File: src/rtl/systolic_tile_ctrl_if.sv
// Handshake, FIFO-control and result-drain signals between systolic_tile_ctrl and its surroundings.
// The master modport is the controller's view; slave is the stream/FIFO/array side.
interface systolic_tile_ctrl_if #(
   parameter int SIZE  = 16,
   parameter int DEPTH = 16,
   parameter int KW    = $clog2(DEPTH + 1),
   parameter int RW    = $clog2(SIZE)
);
   logic [KW-1:0]   cfg_k;
   logic            x_send_val;
   logic            x_send_rdy;
   logic            w_send_val;
   logic            w_send_rdy;
   logic [SIZE-1:0] x_fifo_wen;
   logic [SIZE-1:0] w_fifo_wen;
   logic [SIZE-1:0] x_fifo_ren;
   logic [SIZE-1:0] w_fifo_ren;
   logic [SIZE-1:0] x_fifo_empty;
   logic [SIZE-1:0] w_fifo_empty;
   logic            mac_en;
   logic            mac_clr;
   logic [RW-1:0]   out_row;
   logic            out_val;
   logic            out_rdy;
   logic            tile_done;
   logic            err;

   modport master (
      input  cfg_k, x_send_val, w_send_val, x_fifo_empty, w_fifo_empty, out_rdy,
      output x_send_rdy, w_send_rdy, x_fifo_wen, w_fifo_wen, x_fifo_ren, w_fifo_ren,
             mac_en, mac_clr, out_row, out_val, tile_done, err
   );

   modport slave (
      output cfg_k, x_send_val, w_send_val, x_fifo_empty, w_fifo_empty, out_rdy,
      input  x_send_rdy, w_send_rdy, x_fifo_wen, w_fifo_wen, x_fifo_ren, w_fifo_ren,
             mac_en, mac_clr, out_row, out_val, tile_done, err
   );
endinterface

File: src/rtl/systolic_tile_ctrl.sv
// Tile controller for a SIZE x SIZE systolic MAC array: load K beats per stream,
// run a diagonal read wavefront for K + 2*(SIZE-1) cycles, then drain SIZE result rows.
module systolic_tile_ctrl #(
   parameter int SIZE  = 16,
   parameter int DEPTH = 16,
   parameter int KW    = $clog2(DEPTH + 1)
) (
   input logic               clk,
   input logic               rst,
   systolic_tile_ctrl_if.master bus
);
   localparam int CW = $clog2(DEPTH + 2 * SIZE);
   localparam int RW = $clog2(SIZE);

   typedef enum logic [1:0] {LOAD, MAC, OUT} state_t;

   state_t          state, state_nxt;
   logic [KW-1:0]   k_reg, k_cfg, x_cnt, w_cnt;
   logic [CW-1:0]   c, c_last;
   logic [RW-1:0]   r;
   logic            err_q;
   logic            x_rdy, w_rdy, x_acc, w_acc;
   logic            mac_last, fifo_left, row_acc, done;
   logic            mac_en, mac_clr, out_val;
   logic [SIZE-1:0] ren;

   assign k_cfg = (bus.cfg_k == '0 || bus.cfg_k > KW'(DEPTH)) ? KW'(DEPTH) : bus.cfg_k;
   assign c_last = CW'(k_reg) + CW'(2 * SIZE - 3);

   // Ready depends only on state and counters, never on val.
   assign x_rdy = (state == LOAD) && (x_cnt < k_reg);
   assign w_rdy = (state == LOAD) && (w_cnt < k_reg);
   assign x_acc = x_rdy && bus.x_send_val;
   assign w_acc = w_rdy && bus.w_send_val;

   assign mac_last  = (state == MAC) && (c == c_last);
   assign fifo_left = !((&bus.x_fifo_empty) && (&bus.w_fifo_empty));
   assign row_acc   = (state == OUT) && bus.out_rdy;

   always_ff @(posedge clk) begin
      if (rst) state <= LOAD;
      else     state <= state_nxt;
   end

   always_comb begin
      state_nxt = state;
      mac_en    = 1'b0;
      mac_clr   = 1'b0;
      out_val   = 1'b0;
      done      = 1'b0;
      ren       = '0;
      case (state)
         LOAD: begin
            if (x_cnt == k_reg && w_cnt == k_reg) state_nxt = MAC;
         end
         MAC: begin
            mac_en  = 1'b1;
            mac_clr = (c == '0);
            for (int unsigned i = 0; i < SIZE; i++)
               ren[i] = (c >= CW'(i)) && (c < CW'(i) + CW'(k_reg));
            if (mac_last) state_nxt = OUT;
         end
         OUT: begin
            out_val = 1'b1;
            if (bus.out_rdy && r == RW'(SIZE - 1)) begin
               done      = 1'b1;
               state_nxt = LOAD;
            end
         end
         default: state_nxt = LOAD;
      endcase
   end

   // k_reg is (re)latched on every entry into LOAD, including the reset edge.
   always_ff @(posedge clk) begin
      if (rst) begin
         k_reg <= k_cfg;
         x_cnt <= '0;
         w_cnt <= '0;
         c     <= '0;
         r     <= '0;
         err_q <= 1'b0;
      end else begin
         if (x_acc) x_cnt <= x_cnt + KW'(1);
         if (w_acc) w_cnt <= w_cnt + KW'(1);
         if (state == MAC) c <= mac_last ? '0 : c + CW'(1);
         if (mac_last && fifo_left) err_q <= 1'b1;
         if (row_acc) r <= done ? '0 : r + RW'(1);
         if (done) begin
            k_reg <= k_cfg;
            x_cnt <= '0;
            w_cnt <= '0;
         end
      end
   end

   assign bus.x_send_rdy = x_rdy;
   assign bus.w_send_rdy = w_rdy;
   assign bus.x_fifo_wen = {SIZE{x_acc}};
   assign bus.w_fifo_wen = {SIZE{w_acc}};
   assign bus.x_fifo_ren = ren;
   assign bus.w_fifo_ren = ren;
   assign bus.mac_en     = mac_en;
   assign bus.mac_clr    = mac_clr;
   assign bus.out_val    = out_val;
   assign bus.out_row    = r;
   assign bus.tile_done  = done;
   assign bus.err        = err_q;
endmodule

File: src/flat_wrapper.sv
// flat-port wrapper written by rule: the top's interface ports become plain ports
module systolic_tile_ctrl_flat 
#(
   parameter int SIZE  = 16,
   parameter int DEPTH = 16,
   parameter int KW    = $clog2(DEPTH + 1)
)
  (clk, rst, bus_cfg_k, bus_x_send_val, bus_w_send_val, bus_x_fifo_empty, bus_w_fifo_empty, bus_out_rdy, bus_x_send_rdy, bus_w_send_rdy, bus_x_fifo_wen, bus_w_fifo_wen, bus_x_fifo_ren, bus_w_fifo_ren, bus_mac_en, bus_mac_clr, bus_out_row, bus_out_val, bus_tile_done, bus_err);
  systolic_tile_ctrl_if #(.SIZE(SIZE), .DEPTH(DEPTH), .KW(KW), .RW(($clog2(SIZE)))) bus_i ();
  input logic clk;
  input logic rst;
  input wire logic [$bits(bus_i.cfg_k)-1:0] bus_cfg_k;
  input wire logic [$bits(bus_i.x_send_val)-1:0] bus_x_send_val;
  input wire logic [$bits(bus_i.w_send_val)-1:0] bus_w_send_val;
  input wire logic [$bits(bus_i.x_fifo_empty)-1:0] bus_x_fifo_empty;
  input wire logic [$bits(bus_i.w_fifo_empty)-1:0] bus_w_fifo_empty;
  input wire logic [$bits(bus_i.out_rdy)-1:0] bus_out_rdy;
  output wire logic [$bits(bus_i.x_send_rdy)-1:0] bus_x_send_rdy;
  output wire logic [$bits(bus_i.w_send_rdy)-1:0] bus_w_send_rdy;
  output wire logic [$bits(bus_i.x_fifo_wen)-1:0] bus_x_fifo_wen;
  output wire logic [$bits(bus_i.w_fifo_wen)-1:0] bus_w_fifo_wen;
  output wire logic [$bits(bus_i.x_fifo_ren)-1:0] bus_x_fifo_ren;
  output wire logic [$bits(bus_i.w_fifo_ren)-1:0] bus_w_fifo_ren;
  output wire logic [$bits(bus_i.mac_en)-1:0] bus_mac_en;
  output wire logic [$bits(bus_i.mac_clr)-1:0] bus_mac_clr;
  output wire logic [$bits(bus_i.out_row)-1:0] bus_out_row;
  output wire logic [$bits(bus_i.out_val)-1:0] bus_out_val;
  output wire logic [$bits(bus_i.tile_done)-1:0] bus_tile_done;
  output wire logic [$bits(bus_i.err)-1:0] bus_err;
  assign bus_i.cfg_k = bus_cfg_k;
  assign bus_i.x_send_val = bus_x_send_val;
  assign bus_i.w_send_val = bus_w_send_val;
  assign bus_i.x_fifo_empty = bus_x_fifo_empty;
  assign bus_i.w_fifo_empty = bus_w_fifo_empty;
  assign bus_i.out_rdy = bus_out_rdy;
  assign bus_x_send_rdy = bus_i.x_send_rdy;
  assign bus_w_send_rdy = bus_i.w_send_rdy;
  assign bus_x_fifo_wen = bus_i.x_fifo_wen;
  assign bus_w_fifo_wen = bus_i.w_fifo_wen;
  assign bus_x_fifo_ren = bus_i.x_fifo_ren;
  assign bus_w_fifo_ren = bus_i.w_fifo_ren;
  assign bus_mac_en = bus_i.mac_en;
  assign bus_mac_clr = bus_i.mac_clr;
  assign bus_out_row = bus_i.out_row;
  assign bus_out_val = bus_i.out_val;
  assign bus_tile_done = bus_i.tile_done;
  assign bus_err = bus_i.err;
  systolic_tile_ctrl #(.SIZE(SIZE), .DEPTH(DEPTH), .KW(KW)) u_core (.clk(clk), .rst(rst), .bus(bus_i));
endmodule
File: config.mk
export PLATFORM = sky130hd
export DESIGN_NAME = systolic_tile_ctrl_flat
export DESIGN_NICKNAME = d
export VERILOG_FILES = /design/src/rtl/systolic_tile_ctrl_if.sv /design/src/rtl/systolic_tile_ctrl.sv /design/src/flat_wrapper.sv
export SDC_FILE = /design/constraint.sdc
export NUM_CORES = 1
export LEC_CHECK = 0
export CORE_AREA = 5 5 104 106
export DETAILED_ROUTE_END_ITERATION = 12
export DIE_AREA = 0 0 109 111
export MAX_ROUTING_LAYER = met4
export PLACE_DENSITY = 0.72
export SKIP_CTS_REPAIR_TIMING = 1
export SYNTH_ARGS = -nofsm -noshare
export SYNTH_HDL_FRONTEND = slang
export SYNTH_SLANG_ARGS = --single-unit
File: constraint.sdc
create_clock -name clk -period 4 [get_ports clk]
set_input_delay 0.8 -clock clk [delete_from_list [all_inputs] [get_ports clk]]
set_output_delay 0.8 -clock clk [all_outputs]
set_load 0.005 [all_outputs]
# After elaboration in Yosys (flattened, before gate mapping)
# Cells that the tools add are included.
[classes] n_reduce_logical=36 eq_ne=9 addsub=20 muxes=15 order_cmp=35
[ops] cell="$lt A6 B6 Y1" count=15
[ops] cell="$add A4 B5 Y6 const A" count=8
[ops] cell="$ge A6 B4 Y1 const B" count=8
[ops] cell="$reduce_and A16 Y1" count=2
[ops] cell="$logic_and A1 B1 Y1" count=26
[ops] cell="$add A3 B5 Y6 const A" count=4
[ops] cell="$ge A6 B3 Y1 const B" count=4
[ops] cell="$mux W16" count=1
[ops] cell="$mux W5" count=3
[ops] cell="$add A2 B5 Y6 const A" count=2
[ops] cell="$ge A6 B1 Y1 const B" count=2
[ops] cell="$ge A6 B2 Y1 const B" count=2
[ops] cell="$add A5 B1 Y5 const B" count=2
[ops] cell="$eq A5 B5 Y1" count=2
[ops] cell="$lt A5 B5 Y1" count=2
[ops] cell="$add A1 B5 Y6 const A" count=1
[ops] cell="$add A5 B5 Y6 const B" count=1
[ops] cell="$add A6 B1 Y6 const B" count=1
[ops] cell="$eq A6 B6 Y1" count=1
[ops] cell="$logic_not A6 Y1" count=1
[ops] cell="$lt A6 B5 Y1" count=1
[ops] cell="$mux W2" count=3
[ops] cell="$mux W6" count=1
[ops] cell="$pmux W2 S3" count=1
[ops] cell="other kinds (16)" count=21
[totals] register_bits=28

# Depth between registers and ports, before layout
[logic_depth] ltp_word=6 depth_mapped=11

# Worst setup path before layout
# No wires, ideal clock.
[synth_path] path_kind="reg-to-output" start="register u_core.k_reg[3]" end="output bus_x_fifo_ren[15]" t_arrival_ps=2393 path_slack_ps=807 required_ps=3200 path_stages_with_launch=10 n_path_buf=2 cell_sequence="edfxtp_1 clkbuf_1 inv_1 ha_1 nand3_1 and2_1 ha_1 a2111oi_0 o21a_1 buf_4"
[synth_via] elab_chain_cells=4
[synth_lines] item="from (decl)" line_no="systolic_tile_ctrl.sv:18" text="logic [KW-1:0] k_reg, k_cfg, x_cnt, w_cnt;"
[synth_lines] item="from (signal assigned)" line_no="systolic_tile_ctrl.sv:77" text="k_reg <= k_cfg;"
[synth_lines] item="from (signal assigned)" line_no="systolic_tile_ctrl.sv:90" text="k_reg <= k_cfg;"
[synth_lines] item="$add A4 B5 Y6" line_no="systolic_tile_ctrl.sv:60" text="ren[i] = (c >= CW'(i)) && (c < CW'(i) + CW'(k_reg));"
[synth_lines] item="$lt A6 B6 Y1" line_no="systolic_tile_ctrl.sv:60"
[synth_lines] item="$logic_and A1 B1 Y1" line_no="systolic_tile_ctrl.sv:60"
[synth_lines] item="$mux W16" line_no="systolic_tile_ctrl.sv:52" text="case (state)"
[synth_lines] item="to (decl)" line_no="flat_wrapper.sv:22" text="output wire logic [$bits(bus_i.x_fifo_ren)-1:0] bus_x_fifo_ren;"
# Every way passes these cells.

# Worst setup path after layout
[layout_path] start="register u_core.k_reg[3]" end="output bus_w_fifo_ren[13]"
[layout_via] elab_chain_cells=4
[layout_lines] item="$add A4 B5 Y6" line_no="systolic_tile_ctrl.sv:60"
[layout_lines] item="$lt A6 B6 Y1" line_no="systolic_tile_ctrl.sv:60"
[layout_lines] item="$logic_and A1 B1 Y1" line_no="systolic_tile_ctrl.sv:60"
[layout_lines] item="$mux W16" line_no="systolic_tile_ctrl.sv:52"
[layout_lines] item="to (decl)" line_no="flat_wrapper.sv:23" text="output wire logic [$bits(bus_i.w_fifo_ren)-1:0] bus_w_fifo_ren;"
# Every way passes these cells.

==> metrics.txt <==
Comb power frac 0.428; H-tree depth 1; CTS root buf clkbuf_8; count of input and output buffers 116; Synth Area in Simple Gates 0.1516; starting density of the core 0.4218; Routed WL 10780 um; Design Area, Final 5190 um^2; FF-to-FF path depth 10; setup_tns 0 ps; Detailed Routing Iterations Pass 1 4; WHS 503.9 ps; fin nets 708; Final Util 0.5359; Placement Setup Slack 371.5 ps; fin. max-slew vios 0; synthesized net count 632; Synth Register Bits 28; worst skew pair latency 270 ps; pwr dens 170.4 nW/um^2; net switching power 0.2857 mW; vias in the first global route 3768; final hold violations 0; Min-Delay Path Class reg2reg; outcome complete, no violations; DR WL/cell 15.37 um; top post-synthesis cells by area ha_1 (30%), dfxtp_1 (11%), buf_4 (8.8%); Die Wd 109 um; XOR/XNOR Fraction of Synth Area 0.06554; setup violators final 0; CTS tree yes; first-pass GRT wire length 17820 um; Synth Area in Compound Gates 0.1939; routed vias 3668; DR vias/cell 5.233; Internal 0.5985 mW; Inst Count DP 693; top-count cell post-synth ha_1; CP startpoint kind flop; DP Area 5091 um^2; RSZ-0062 raised after global routing no; GRT Util Overall 0.1810; Antenna Nets Post-Route 0; Detailed Route Iter0 Violations 131; placement row count 36; Slew @ Worst Pin 710.2 ps; switching share of total power 0.3231; TritonCTS buffer count 3; Design Power 0.8843 mW; critical path class reg2out; Post-synth top flop dfxtp_1; final HPWL from detailed placement 8777 um; chip height 111 um; Antenna Cells 0; max reg flops 6; static leakage 2.393 nW; clock slew at reported path FFs 100 ps; sequential area share after synthesis 0.1495; Crit Path Max Fanout 8; Core ar. 9684 um^2; clock sink count 28; GP Congestion 0.9376; Final WS setup 207.5 ps; number of remaining DRC errors 0; Slew HR 0.5266; die area 12100 um^2; maximum VDD drop 0.0001564 V; Yosys Warn Count 0; share of cells above drive strength 1 0.05282; part of the cycle the worst path needs 0.9481; initial antenna violation count 0; Worst Skew 3.804 ps; hold path cells 2; Worst Path Arrival 2990 ps; Yosys top cell by area ha_1; # Max-Cap Violations 0; post-synthesis mux area share 0.004900; largest net degree at the start of global routing 19; Clock Power Share 0.223; top cells by count, synth ha_1 (97), buf_4 (48), a21oi_1 (40); fill count 892; Post-synth ARST share 0; clock period minus worst slack 3793 ps; Largest Register u_core.c; Remaining Overflow, GRT 0; Mapped Area 4085 um^2; post-synthesis adder-cell area fraction 0.2971; main combinational cell family by area after synthesis adder cells; Critical Path Sink Type output port; WP data required 3200 ps; num ports 117; worst-case clock buffer depth 2; Seq pwr share 0.349; Gate Count Post-Synth 493; Final Non-Filler Cells 701; EDFF count, synth 5; fmax 263.7 MHz; area delta synth->final 27.04%; Distinct cells, synth 53; Post-Syn Area per Cell 8.286 um^2; Synth top area share 0.2971
==> final cells by class <==
| type | instances | area, um^2 | share of cell area |
|---|---|---|---|
| Clock buffer | 4 | 66.31 | 0.01278 |
| Multi-Input combinational cell | 365 | 2915 | 0.5617 |
| Inverter | 38 | 142.6 | 0.02748 |
| Timing Repair Buffer | 133 | 1289 | 0.2483 |
| Sequential cell | 28 | 610.6 | 0.1176 |
| Tap cell | 133 | 166.4 | 0.03206 |
==> cells by family (layout without fill, tap and decap cells) <==
kind of cell / after synthesis / in the layout
xor+xnor: 29 / 29
buf+inv: 100 / 175
compound gates: 118 / 118
fa+ha+maj: 97 / 97
mux: 2 / 2
simple gates: 119 / 119
flops: 28 / 28
==> critical path, stage by stage, from the launching register on <==
cell	delay, ps
edfxtp_1	390
inv_1	300
ha_1	310
a21boi_1	300
xnor2_1	120
ha_1	200
a21oi_1	150
o211ai_1	100
a31oi_1	270
clkdlybuf4s50_1	560
==> path summary, 6_finish.rpt <==
path	start	endpoint	slack, ps
setup / recovery	u_core.k_reg[3]	bus_w_fifo_ren[13]	210
hold / removal	u_core.w_cnt[4]	u_core.w_cnt[4]	500
hold reg to reg	u_core.w_cnt[4]	u_core.w_cnt[4]	500
setup reg to reg	u_core.k_reg[1]	u_core.bus.err	1370
==> cell usage in the layout, fill, tap and decap left out, drive strengths merged, types with 5 or more instances in the layout <==
cell / netlist / final
nand4: 9 / 9
nand3: 18 / 18
dfxtp: 23 / 23
inv: 37 / 37
a21o: 18 / 18
or3: 11 / 11
nor2b: 8 / 8
a21oi: 40 / 40
nand2b: 8 / 8
nand2: 33 / 33
xor2: 7 / 7
nor2: 17 / 17
ha: 97 / 97
edfxtp: 5 / 5
o21ai: 16 / 16
clkdlybuf4s50: 0 / 116
xnor2: 21 / 21
buf: 53 / 17
a31oi: 14 / 14
==> metal layers <==
layer,vias to the layer above,wire length (um),GRT usage
met1,1677,4876,0.2304
met5,-,0,-
li1,1854,-,-
met4,0,227,0.04461
met2,120,5186,0.3055
met3,17,485,0.01689
==> power groups by stage <==
| stage | sequential [mW] | combinational, mW | clock (mW) |
|---|---|---|---|
| after global routing | 0.309 | 0.427 | 0.214 |
| final | 0.308 | 0.379 | 0.197 |
| after global placement | 0.316 | 0.360 | 0 |
| after CTS | 0.310 | 0.374 | 0.205 |
| after detailed placement | 0.317 | 0.371 | 0 |
| after floorplan | 0.312 | 0.250 | 0 |
Power figures use the tool's default switching activity.
